<file path="src/rtl/stv_stream_pkg.sv">
// Shared types and helpers for stv_stream_packer.
// lane_cnt_width : width of the valid-lane count field for a given ratio.
// stv_word_t     : payload template {data, count, last} for the downstream
//                  FIFO DTYPE. The FIFO is not parameterised per use, so the
//                  template is sized for the default 8-bit x 4 configuration.
package stv_stream_pkg;

   function automatic int unsigned lane_cnt_width(input int unsigned ratio);
      return $clog2(ratio) + 1;
   endfunction

   localparam int unsigned PKG_IN_WIDTH = 8;
   localparam int unsigned PKG_RATIO    = 4;

   typedef struct packed {
      logic [PKG_IN_WIDTH*PKG_RATIO-1:0]       data;
      logic [lane_cnt_width(PKG_RATIO)-1:0]    count;
      logic                                    last;
   } stv_word_t;

endpackage

</file>
<file path="src/rtl/stv_stream_packer.sv">
// stv_stream_packer: packs RATIO narrow ready/valid beats into one wide word,
// first beat in lane 0. wlast flushes a partial word with its lane count.
// Ports:
//   clk, arst_n             clock, asynchronous active-low reset
//   wvalid/wready/wdata/wlast  narrow input beat handshake
//   rvalid/rready           packed word handshake (to FIFO write side)
//   rdata                   packed word, lane k = rdata[k*IN_WIDTH +: IN_WIDTH]
//   rcount                  number of valid lanes (1..RATIO)
//   rlast                   word closes a packet
// Optional: define STV_STREAM_PACKER_TIMEOUT_EN to auto-flush a partial word
// after TIMEOUT idle cycles.
module stv_stream_packer
   import stv_stream_pkg::*;
#(
   parameter int unsigned IN_WIDTH = 8,
   parameter int unsigned RATIO    = 4,
   parameter int unsigned TIMEOUT  = 16
) (
   input  logic                                   clk,
   input  logic                                   arst_n,
   input  logic                                   wvalid,
   output logic                                   wready,
   input  logic [IN_WIDTH-1:0]                    wdata,
   input  logic                                   wlast,
   output logic                                   rvalid,
   input  logic                                   rready,
   output logic [IN_WIDTH*RATIO-1:0]              rdata,
   output logic [lane_cnt_width(RATIO)-1:0]       rcount,
   output logic                                   rlast
);

   localparam int unsigned CNTWIDTH  = lane_cnt_width(RATIO);
   localparam int unsigned OUT_WIDTH = IN_WIDTH * RATIO;

   // Elaboration-time parameter sanity checks.
   if (IN_WIDTH < 1) begin : g_bad_in_width
      $error("stv_stream_packer: IN_WIDTH must be >= 1");
   end
   if (RATIO < 2 || (RATIO & (RATIO - 1)) != 0) begin : g_bad_ratio
      $error("stv_stream_packer: RATIO must be a power of 2 and >= 2");
   end
   if (TIMEOUT < 1) begin : g_bad_timeout
      $error("stv_stream_packer: TIMEOUT must be >= 1");
   end

   typedef enum logic {FILL = 1'b0, HOLD = 1'b1} state_t;

   state_t                 state_q, state_d;
   logic [CNTWIDTH-1:0]    lc_q, lc_d;
   logic [OUT_WIDTH-1:0]   data_q, data_d;
   logic [CNTWIDTH-1:0]    cnt_q, cnt_d;
   logic                   last_q, last_d;
   logic                   accept_c;
   logic                   timeout_hit_c;
   logic [OUT_WIDTH-1:0]   word_c;

   assign rvalid   = (state_q == HOLD);
   assign wready   = !rvalid || rready;
   assign accept_c = wvalid && wready;
   assign rdata    = data_q;
   assign rcount   = cnt_q;
   assign rlast    = last_q;

`ifdef STV_STREAM_PACKER_TIMEOUT_EN
   localparam int unsigned IDLE_W = $clog2(TIMEOUT + 1);

   logic [IDLE_W-1:0] idle_q;

   // Idle cycles on a partially filled word; the flush fires on the
   // TIMEOUT-th idle cycle unless a beat is accepted in it.
   assign timeout_hit_c = (state_q == FILL) && (lc_q != '0) && !accept_c &&
                          (idle_q == IDLE_W'(TIMEOUT - 1));

   always_ff @(posedge clk or negedge arst_n) begin
      if (!arst_n) begin
         idle_q <= '0;
      end else if (accept_c || state_q != FILL || lc_q == '0 || timeout_hit_c) begin
         idle_q <= '0;
      end else begin
         idle_q <= idle_q + IDLE_W'(1);
      end
   end
`else
   assign timeout_hit_c = 1'b0;
`endif

   // State, lane counter and word registers.
   always_ff @(posedge clk or negedge arst_n) begin
      if (!arst_n) begin
         state_q <= FILL;
         lc_q    <= '0;
         data_q  <= '0;
         cnt_q   <= '0;
         last_q  <= 1'b0;
      end else begin
         state_q <= state_d;
         lc_q    <= lc_d;
         data_q  <= data_d;
         cnt_q   <= cnt_d;
         last_q  <= last_d;
      end
   end

   // Next-state and word assembly.
   always_comb begin
      state_d = state_q;
      lc_d    = lc_q;
      data_d  = data_q;
      cnt_d   = cnt_q;
      last_d  = last_q;
      word_c  = data_q;

      case (state_q)
         FILL: begin
            if (accept_c) begin
               // A fresh word starts zeroed so unused lanes read as 0.
               word_c = (lc_q == '0) ? '0 : data_q;
               for (int k = 0; k < int'(RATIO); k++) begin
                  if (CNTWIDTH'(k) == lc_q) begin
                     word_c[k*IN_WIDTH +: IN_WIDTH] = wdata;
                  end
               end
               data_d = word_c;
               if (lc_q == CNTWIDTH'(RATIO - 1) || wlast) begin
                  state_d = HOLD;
                  cnt_d   = lc_q + CNTWIDTH'(1);
                  last_d  = wlast;
                  lc_d    = '0;
               end else begin
                  lc_d    = lc_q + CNTWIDTH'(1);
               end
            end else if (timeout_hit_c) begin
               state_d = HOLD;
               cnt_d   = lc_q;
               last_d  = 1'b0;
               lc_d    = '0;
            end
         end
         HOLD: begin
            if (rready) begin
               if (accept_c) begin
                  // Beat lands in lane 0 of a fresh word while the old one leaves.
                  data_d = OUT_WIDTH'(wdata);
                  if (wlast) begin
                     cnt_d  = CNTWIDTH'(1);
                     last_d = 1'b1;
                     lc_d   = '0;
                  end else begin
                     state_d = FILL;
                     lc_d    = CNTWIDTH'(1);
                  end
               end else begin
                  state_d = FILL;
                  lc_d    = '0;
               end
            end
         end
         default: begin
            state_d = FILL;
            lc_d    = '0;
         end
      endcase
   end

endmodule
</file>
<file path="config.mk">
export PLATFORM = sky130hd
export DESIGN_NAME = stv_stream_packer
export DESIGN_NICKNAME = d
export VERILOG_FILES = /design/src/rtl/stv_stream_pkg.sv /design/src/rtl/stv_stream_packer.sv
export SDC_FILE = /design/constraint.sdc
export NUM_CORES = 1
export LEC_CHECK = 0
export BUFFER_PORTS_ARGS = -buffer_cell sky130_fd_sc_hd__buf_2
export CAP_MARGIN = 30
export CORE_ASPECT_RATIO = 0.5
export CORE_MARGIN = 3
export CORE_UTILIZATION = 50
export DETAILED_ROUTE_END_ITERATION = 16
export PLACE_DENSITY = 0.82
export SLEW_MARGIN = 10
export SYNTH_ARGS = -nofsm -noshare
export SYNTH_HDL_FRONTEND = slang
export SYNTH_SLANG_ARGS = --single-unit
</file>
<file path="constraint.sdc">
create_clock -name clk -period 1.8 [get_ports clk]
set_input_delay 0.27 -clock clk [delete_from_list [all_inputs] [get_ports clk]]
set_output_delay 0.27 -clock clk [all_outputs]
set_load 0.02 [all_outputs]
</file>
==> metrics.cfg, run 1 <==
[floorplanning]
die-area_um2=4370
coreArea_um2=3210
die_x_um=90.6
placement_rows=14
die_y_um=48.3
floorplan.io_pins=51
start_util_pct=55.8

[worst_setup_path]
timing.critical_path.slowest_cell_delay_ps=410
worst-path-max-fanout=5
worst-r2r-setup-slack_ps=110
cp_cell_sequence=ha_1, ha_4, nor2_1, o31ai_2, mux2_2
reg2reg_from=lc_q[1]
critPathRequiredTime_ps=1980
worstReg2RegEnd=rcount[2]
critical_path_arrival_ps=1870
setup.worst_path.end_class=flop
critPathKind=flop to flop
ff2ff_path_depth=5
startpoint_type_of_the_worst_setup_path=flop
timing.critical_path.from=lc_q[1]
crit_path_top_delay_cell=sky130_fd_sc_hd__dfrtp_2

[timing]
timing.final.crit_period_ps=1690
setup-tns-final_ps=0
setup_viol=0
final_period_util_pct=93.8
worst_pin_slew_ps=496
rsz0062_at_grt=false
drv_slew=0
slew-limit-headroom_pct=66.8
timing.fmax_mhz=593
finClkSkew_ps=4.21
hold_viol=0
holdWs_ps=4.64

[clock_tree]
post_cts_hold_buffer_count=0
cts_inserted_buffers=5
clk_pin_slew_ps=80
clock_tree_from_tritoncts=yes
clock_sinks=40
clk_root_buffer_cell=sky130_fd_sc_hd__clkbuf_8
clk-insertion-delay-late_ps=300
max-clock-path-buffers=2
htree_levels=2

[job]
maxCapViolations=0

[power]
power.static_leakage_nw=1.13
worst_ir_drop_vdd_uv=707
cellPowerDensity_nw_per_um2=1380

[routing]
post-route-drc-count=0
wl_per_cell_um=16.6
detailroute.via_count=1427
number_of_detailed_route_iterations_in_the_first_pass=4
ant_nets=0
drt_iter0_markers=81
detail_route.wirelength_um=4260
routed_via_density=5.57

[global_routing]
grt.total_usage_pct=20.8
maximum_number_of_pins_on_one_net_before_global_route_repair=41
globalRoute.totalOverflow=0
grt_pass1_vias=1392
antenna_found_initial=0
grt_pass1_wl_um=6890

[logic_synthesis]
yosysTopAreaCellShare_pct=56.0
dominantRegCellSynth=sky130_fd_sc_hd__dfrtp_1
average_cell_area_after_synthesis_um2=11.9
synthTopCellsByArea=sky130_fd_sc_hd__dfrtp_1 56%, sky130_fd_sc_hd__a22o_1 7.8%, sky130_fd_sc_hd__mux2_2 6.9%, sky130_fd_sc_hd__nand2_1 4.0%, sky130_fd_sc_hd__o221ai_1 3.9%
synth-warning-count=0
synth-seq-cells=40
syn_area_um2=1790
synthesis.instances=150
netlist.top_cell.by_area=sky130_fd_sc_hd__dfrtp_1
async_set_reset_flop_share_out_of_synthesis_pct=100
yosysUniqueCellTypes=31
synthesis.nets=168
count_of_flip_flops_with_a_built_in_enable_after_synthesis=0
synth_seq_area_share_pct=56.0

[place]
dpl_cell_area_um2=2100
replace_congestion=0.786
portBuffers=50
dp.final_hpwl_um=2890

[layout]
drive_gt1_share_pct=40.4
syn2layout_area_growth_pct=26.2
finalInstanceArea_um2=2260
nets=225
num_antenna_cells=0

[hold_path]
worstHoldPathType=input port to asynchronous set/reset pin

[outcome]
run_status=finished clean

-- synth_stat cells, drive strengths merged, types with 2 or more instances --
cell type	instances
nand2b	2
nor2b	5
a21oi	2
ha	5
inv	14
dfrtp	40
buf	5
nand2	19
a31oi	3
o221ai	8
o22ai	2
mux2	11
a22o	16
o21ai	2
nor2	4
-- where the power goes --
part | internal (W) | switching, W
Combinational | 0.000420 | 0.000653
Sequential | 0.00113 | 0.000149
Clock | 0.000418 | 0.000341
Total | 0.00197 | 0.00114
-- worst max-delay path: cells and delay by family, from the launching register on --
kind,cells,cell delay [ps]
DFF,1,410
muxes,1,380
adders and majority gates,2,370
AOI/OAI and AO/OA,1,330
and+or+nand+nor,1,90
-- logic make-up (layout without fill, tap and decap cells) --
logic type / Yosys count / in the layout / synth area share (%)
AND/OR/NAND/NOR: 35 / 35 / 9.59
flip-flops: 40 / 40 / 56.0
buffers and inverters: 20 / 78 / 4.55
AO/OA/AOI/OAI: 38 / 38 / 18.9
multiplexers: 12 / 12 / 7.49
adder cells (fa/ha/maj): 5 / 5 / 3.50
-- layout make-up --
cell class / count / area, µm²
flip-flops and latches: 40 / 1000
fillers: 250 / 950
multi-input cells: 90 / 728
repair buffers: 56 / 295
clock buffers: 5 / 68.8
well taps: 48 / 60.1
inverters: 14 / 52.6
clock inverters: 3 / 47.5
-- repair_timing --
action / 4_1_cts / 5_1_grt
buffers inserted: 0 / 2
endpoints found under the setup margin: 8 / 12
pin swaps: 0 / 1
resized for setup: 2 / 3
gates cloned: 0 / 0
-- metal layers --
layer / global-route usage, % / up-vias / part of all wire, %
met5: 0 / - / 0
met4: 6.69 / 0 / 1.2
met3: 5.70 / 9 / 5.7
met2: 36.1 / 46 / 49
met1: 26.6 / 715 / 44
li1: - / 657 / -
-- registers in the layout, summed over array words and instances (netlist names) --
name	flops
rvalid	1
lc_q	3
rdata	32
rlast	1
rcount	3
-- cell usage in the layout (no fill, tap or decap), types with 2 or more instances in the layout --
| cell | Yosys | final |
|---|---|---|
| sky130_fd_sc_hd__a21oi_1 | 2 | 2 |
| sky130_fd_sc_hd__ha_1 | 5 | 4 |
| sky130_fd_sc_hd__nand2_1 | 19 | 19 |
| sky130_fd_sc_hd__nor2_1 | 3 | 3 |
| sky130_fd_sc_hd__o22ai_1 | 2 | 2 |
| sky130_fd_sc_hd__inv_1 | 14 | 14 |
| sky130_fd_sc_hd__o21ai_0 | 2 | 2 |
| sky130_fd_sc_hd__buf_2 | 5 | 50 |
| sky130_fd_sc_hd__dfrtp_2 | 0 | 2 |
| sky130_fd_sc_hd__clkbuf_8 | 0 | 5 |
| sky130_fd_sc_hd__nor2b_1 | 5 | 5 |
| sky130_fd_sc_hd__dfrtp_1 | 40 | 38 |
| sky130_fd_sc_hd__a22o_1 | 16 | 16 |
| sky130_fd_sc_hd__clkinv_4 | 0 | 2 |
| sky130_fd_sc_hd__o221ai_1 | 8 | 8 |
| sky130_fd_sc_hd__buf_4 | 0 | 6 |
| sky130_fd_sc_hd__mux2_2 | 11 | 11 |
-- how the worst max path moves through the flow --
stage / end
after floorplan: rdata[24]
after global placement: rcount[0]
after detailed placement: rcount[2]
after CTS: rcount[2]
after global routing: rcount[0]
final: rcount[2]
-- stage by stage --
step	utilization [%]	total power, W	setup WS (ps)	cells
detailed placement	65.5	0.00235	38.7	246
global placement	65.5	0.00230	88.1	246
global route	70.4	0.00328	17.8	256
CTS	69.5	0.00312	23.8	254
finish	70.4	0.00311	112	256
floorplan	-	0.00196	182	150
Power figures use the tool's default switching activity.
==> run 2, diff against run 1 <==
Settings changed: CORE_MARGIN 3 to 8, CORE_UTILIZATION 50 to 35, PLACE_DENSITY 0.82 to 0.62.
==> run 2 against run 1 <==
Compared with the run above:
- register-to-register slack gained 20 ps
- utilization shrank 24 points
- maximum frequency grew 1.0%
- worst hold slack gained 230 ps
- global-route usage shrank 9.1 points
- critical path depth is the same
- sequential power is essentially flat
- clock power grew 3.0%
- sequential share of layout area shrank 0.95 points
- critical path type unchanged
==> metrics.cfg, run 2 (synthesis gave the netlist of run 1 again) <==
[place]
dpl_cell_area_um2=2140
replace_congestion=0.779
placed_cells=270
place_ws_ps=28.0
dp.final_hpwl_um=3320
portBuffers=50

[power]
power.static_leakage_nw=1.15
cellPowerDensity_nw_per_um2=1360
worst_ir_drop_vdd_uv=474

[layout]
drive_gt1_share_pct=40.3
finalInstanceArea_um2=2300
nets=228
syn2layout_area_growth_pct=28.8
final_cell_count_without_fillers=281
flip_flop_count_of_the_largest_register_after_layout=32
most_frequent_standard_cell_in_the_layout_excluding_fill_and_tap_cells=sky130_fd_sc_hd__buf_2
num_antenna_cells=0
fill_cells=485
mostFrequentLayoutCells=50 x sky130_fd_sc_hd__buf_2, 39 x sky130_fd_sc_hd__dfrtp_1, 19 x sky130_fd_sc_hd__nand2_1

[floorplanning]
start_util_pct=36.3
die-area_um2=7790
die_y_um=66.5
floorplan.io_pins=51
die_x_um=117
placement_rows=18
coreArea_um2=4930

[clock_tree]
clk_pin_slew_ps=90
clock_sinks=40
cts_inserted_buffers=5
htree_levels=2
clk_root_buffer_cell=sky130_fd_sc_hd__clkbuf_8
max-clock-path-buffers=2
clock_tree_from_tritoncts=yes
clk-insertion-delay-late_ps=300

[job]
maxCapViolations=0

[global_routing]
grt.total_usage_pct=11.7
grt_pass1_vias=1414
globalRoute.totalOverflow=0
grt_pass1_wl_um=7130
antenna_found_initial=0
maximum_number_of_pins_on_one_net_before_global_route_repair=21

[routing]
routed_via_density=4.83
ant_nets=0
detailroute.via_count=1357
detail_route.wirelength_um=4230
number_of_detailed_route_iterations_in_the_first_pass=4
wl_per_cell_um=15.1
drt_iter0_markers=60
post-route-drc-count=0

[timing]
timing.final.crit_period_ps=1670
timing.fmax_mhz=599
rsz0062_at_grt=false
drv_slew=0
slew-limit-headroom_pct=68.9
setup-tns-final_ps=0
setup_viol=0
worst_pin_slew_ps=467
finClkSkew_ps=11.2
hold_viol=0
fin_ws_ps=129
holdWs_ps=233
final_period_util_pct=92.8

[worst_setup_path]
critical_path_arrival_ps=1850
startpoint_type_of_the_worst_setup_path=flop
critPathKind=flop to flop
worst-path-max-fanout=4
critPathRequiredTime_ps=1980
setup.worst_path.end_class=flop

[outcome]
run_status=finished clean

[hold_path]
worstHoldPathType=input port to flop

run 2: power breakdown:
group,internal (W),switching [W]
clock,0.000454,0.000328
sequential,0.00113,0.000137
combinational,0.000421,0.000652
run 2: worst max-delay path, stage by stage (launching register included):
cell and delay [ps]:
sky130_fd_sc_hd__dfrtp_1 380, sky130_fd_sc_hd__ha_1 160, sky130_fd_sc_hd__ha_2 220, sky130_fd_sc_hd__nor2_1 90, sky130_fd_sc_hd__o31ai_2 330, sky130_fd_sc_hd__mux2_2 380
run 2: path summary, 6_finish.rpt:
path | from | to | slack [ps] | cells after the start
max in group asynchronous | arst_n | rdata[29] | 820 | 3
hold reg to reg | rdata[12] | rdata[12] | 500 | 1
setup reg to reg | lc_q[1] | rcount[0] | 130 | 5
min in group asynchronous | arst_n | rdata[14] | 450 | 2
hold / removal | wdata[3] | rdata[19] | 230 | 3
setup / recovery | lc_q[1] | rcount[0] | 130 | 5
run 2: repair_timing:
action | CTS | global route
hold buffers | 1 | 0
endpoints found under the hold margin | 18 | 0
endpoints found under the setup margin | 0 | 12
buffers inserted | 0 | 2
resized for setup | 0 | 3
run 2: area by class of cell:
class	count	area (µm²)	area share [%]
Clock buffer	6	82.6	3.59
Tap cell	70	87.6	3.80
Clock inverter	2	38.8	1.68
Timing Repair Buffer	59	320	13.9
Multi-Input combinational cell	90	718	31.2
Inverter	14	52.6	2.28
Sequential cell	40	1000	43.5
run 2: per-stage QoR:
stage	power, W	utilization, %
2_1_floorplan	0.00196	-
3_3_place_gp	0.00233	43.4
3_5_place_dp	0.00236	43.4
4_1_cts	0.00314	46.1
5_1_grt	0.00332	46.7
6_report	0.00312	46.7
run 2: metal layers:
| metal | GRT usage [%] | wire length [µm] |
|---|---|---|
| met1 | 13.6 | 1880 |
| met5 | 0 | 0 |
| met4 | 3.79 | 46 |
| met2 | 20.1 | 2060 |
| met3 | 3.97 | 245 |
==> run 3, diff against run 2 <==
Settings changed: CORE_UTILIZATION 35 to 51, PLACE_DENSITY 0.62 to 0.84.
==> run 3 against run 2 <==
Compared with the run above:
- critical path type unchanged
- maximum frequency shrank 1.2%
- combinational power about the same
- global-route usage up 4.2 points
- critical endpoint is now rcount[2]
==> metrics.cfg, run 3 (synthesis gave the netlist of run 1 again) <==
[layout]
flip_flop_count_of_the_largest_register_after_layout=32
final_cell_count_without_fillers=259
num_antenna_cells=0
most_frequent_standard_cell_in_the_layout_excluding_fill_and_tap_cells=sky130_fd_sc_hd__buf_2
nets=225
drive_gt1_share_pct=39.9
syn2layout_area_growth_pct=25.3
mostFrequentLayoutCells=50 x sky130_fd_sc_hd__buf_2, 39 x sky130_fd_sc_hd__dfrtp_1, 19 x sky130_fd_sc_hd__nand2_1

[worst_setup_path]
worst_setup_path_endpoint=rcount[2]
critical_path_arrival_ps=1870
critPathKind=flop to flop
critPathRequiredTime_ps=1980
reg2reg_from=lc_q[0]
worst-path-max-fanout=6
startpoint_type_of_the_worst_setup_path=flop
worstReg2RegEnd=rcount[2]
worst-r2r-setup-slack_ps=110
timing.critical_path.from=lc_q[0]
ff2ff_path_depth=5
setup.worst_path.end_class=flop

[power]
cellPowerDensity_nw_per_um2=1340
power.static_leakage_nw=1.12
worst_ir_drop_vdd_uv=677

[routing]
ant_nets=0
post-route-drc-count=0
drt_iter0_markers=58
routed_via_density=5.39
detailroute.via_count=1397
detail_route.wirelength_um=4480
number_of_detailed_route_iterations_in_the_first_pass=4
wl_per_cell_um=17.3

[place]
replace_congestion=0.844
dp.final_hpwl_um=3270
portBuffers=50
placed_cells=249

[clock_tree]
htree_levels=2
clk_root_buffer_cell=sky130_fd_sc_hd__clkbuf_8
clk_pin_slew_ps=80
clock_tree_from_tritoncts=yes
cts_inserted_buffers=5
clk-insertion-delay-late_ps=290
clock_sinks=40
max-clock-path-buffers=2

[global_routing]
maximum_number_of_pins_on_one_net_before_global_route_repair=41
grt.total_usage_pct=15.9
globalRoute.totalOverflow=0
antenna_found_initial=0
grt_pass1_vias=1447
grt_pass1_wl_um=7250

[timing]
drv_slew=0
timing.final.crit_period_ps=1690
setup-tns-final_ps=0
timing.fmax_mhz=591
setup_viol=0
hold_viol=0
finClkSkew_ps=8.45
final_period_util_pct=93.9
rsz0062_at_grt=false
slew-limit-headroom_pct=65.9
worst_pin_slew_ps=511

[outcome]
run_status=finished clean

[floorplanning]
start_util_pct=52.6
placement_rows=15
die-area_um2=5770
coreArea_um2=3400
floorplan.io_pins=51
die_y_um=57.9
die_x_um=99.7

[hold_path]
worstHoldPathType=input port to asynchronous set/reset pin

[job]
maxCapViolations=0

## run 3: layout make-up
class                      instances  area, µm²
inverter                          14       52.6
tap                               51       63.8
clock buffer                       6       82.6
multi-input combinational         90        728
sequential                        40       1000
fill                             258       1160
timing repair buffer              56        295
clock inverter                     2       15.0
## run 3: worst min path at each step
stage / slack (ps) / cells after the start / to
after floorplan: -30 / 0 / lc_q[0]
after global placement: 350 / 2 / lc_q[2]
after detailed placement: 360 / 2 / rcount[1]
after CTS: 40 / 2 / rdata[24]
after global routing: 60 / 2 / rdata[16]
final: 30 / 2 / rcount[1]
## run 3: power breakdown
| group | internal, W | total, W | switching [W] | leakage [nW] |
|---|---|---|---|---|
| combinational | 0.000421 | 0.00109 | 0.000669 | 0.564 |
| sequential | 0.00113 | 0.00128 | 0.000146 | 0.510 |
| clock | 0.000310 | 0.000637 | 0.000327 | 0.0434 |
## run 3: routing by layer
| layer | routed length (µm) | GRT usage (%) |
|---|---|---|
| met4 | 119 | 8.32 |
| met3 | 196 | 3.70 |
| met1 | 1890 | 19.3 |
| met2 | 2270 | 26.1 |
| met5 | 0 | 0 |
## run 3: worst max-delay path, stage by stage (launching register included)
cell and delay [ps]:
sky130_fd_sc_hd__dfrtp_2 420, sky130_fd_sc_hd__ha_1 200, sky130_fd_sc_hd__ha_4 170, sky130_fd_sc_hd__nor2_1 80
sky130_fd_sc_hd__o31ai_2 330, sky130_fd_sc_hd__mux2_2 380
## run 3: through the flow
stage,total power (W),hold WS [ps],instance area (µm²),util [%],setup slack [ps]
floorplan,0.00196,-25.6,1790,-,182
global placement,0.00231,346,2100,61.9,111
detailed placement,0.00237,356,2100,61.9,39.0
CTS,0.00301,40.8,2200,64.8,21.8
global route,0.00319,59.8,2240,65.9,28.4
finish,0.00301,27.7,2240,65.9,109
## run 3: what timing repair did
item	4_1_cts	5_1_grt
resized for setup	0	4
setup buffers	0	2
endpoints found under the setup margin	0	12
hold buffers	0	0
hold endpoints to repair	0	0
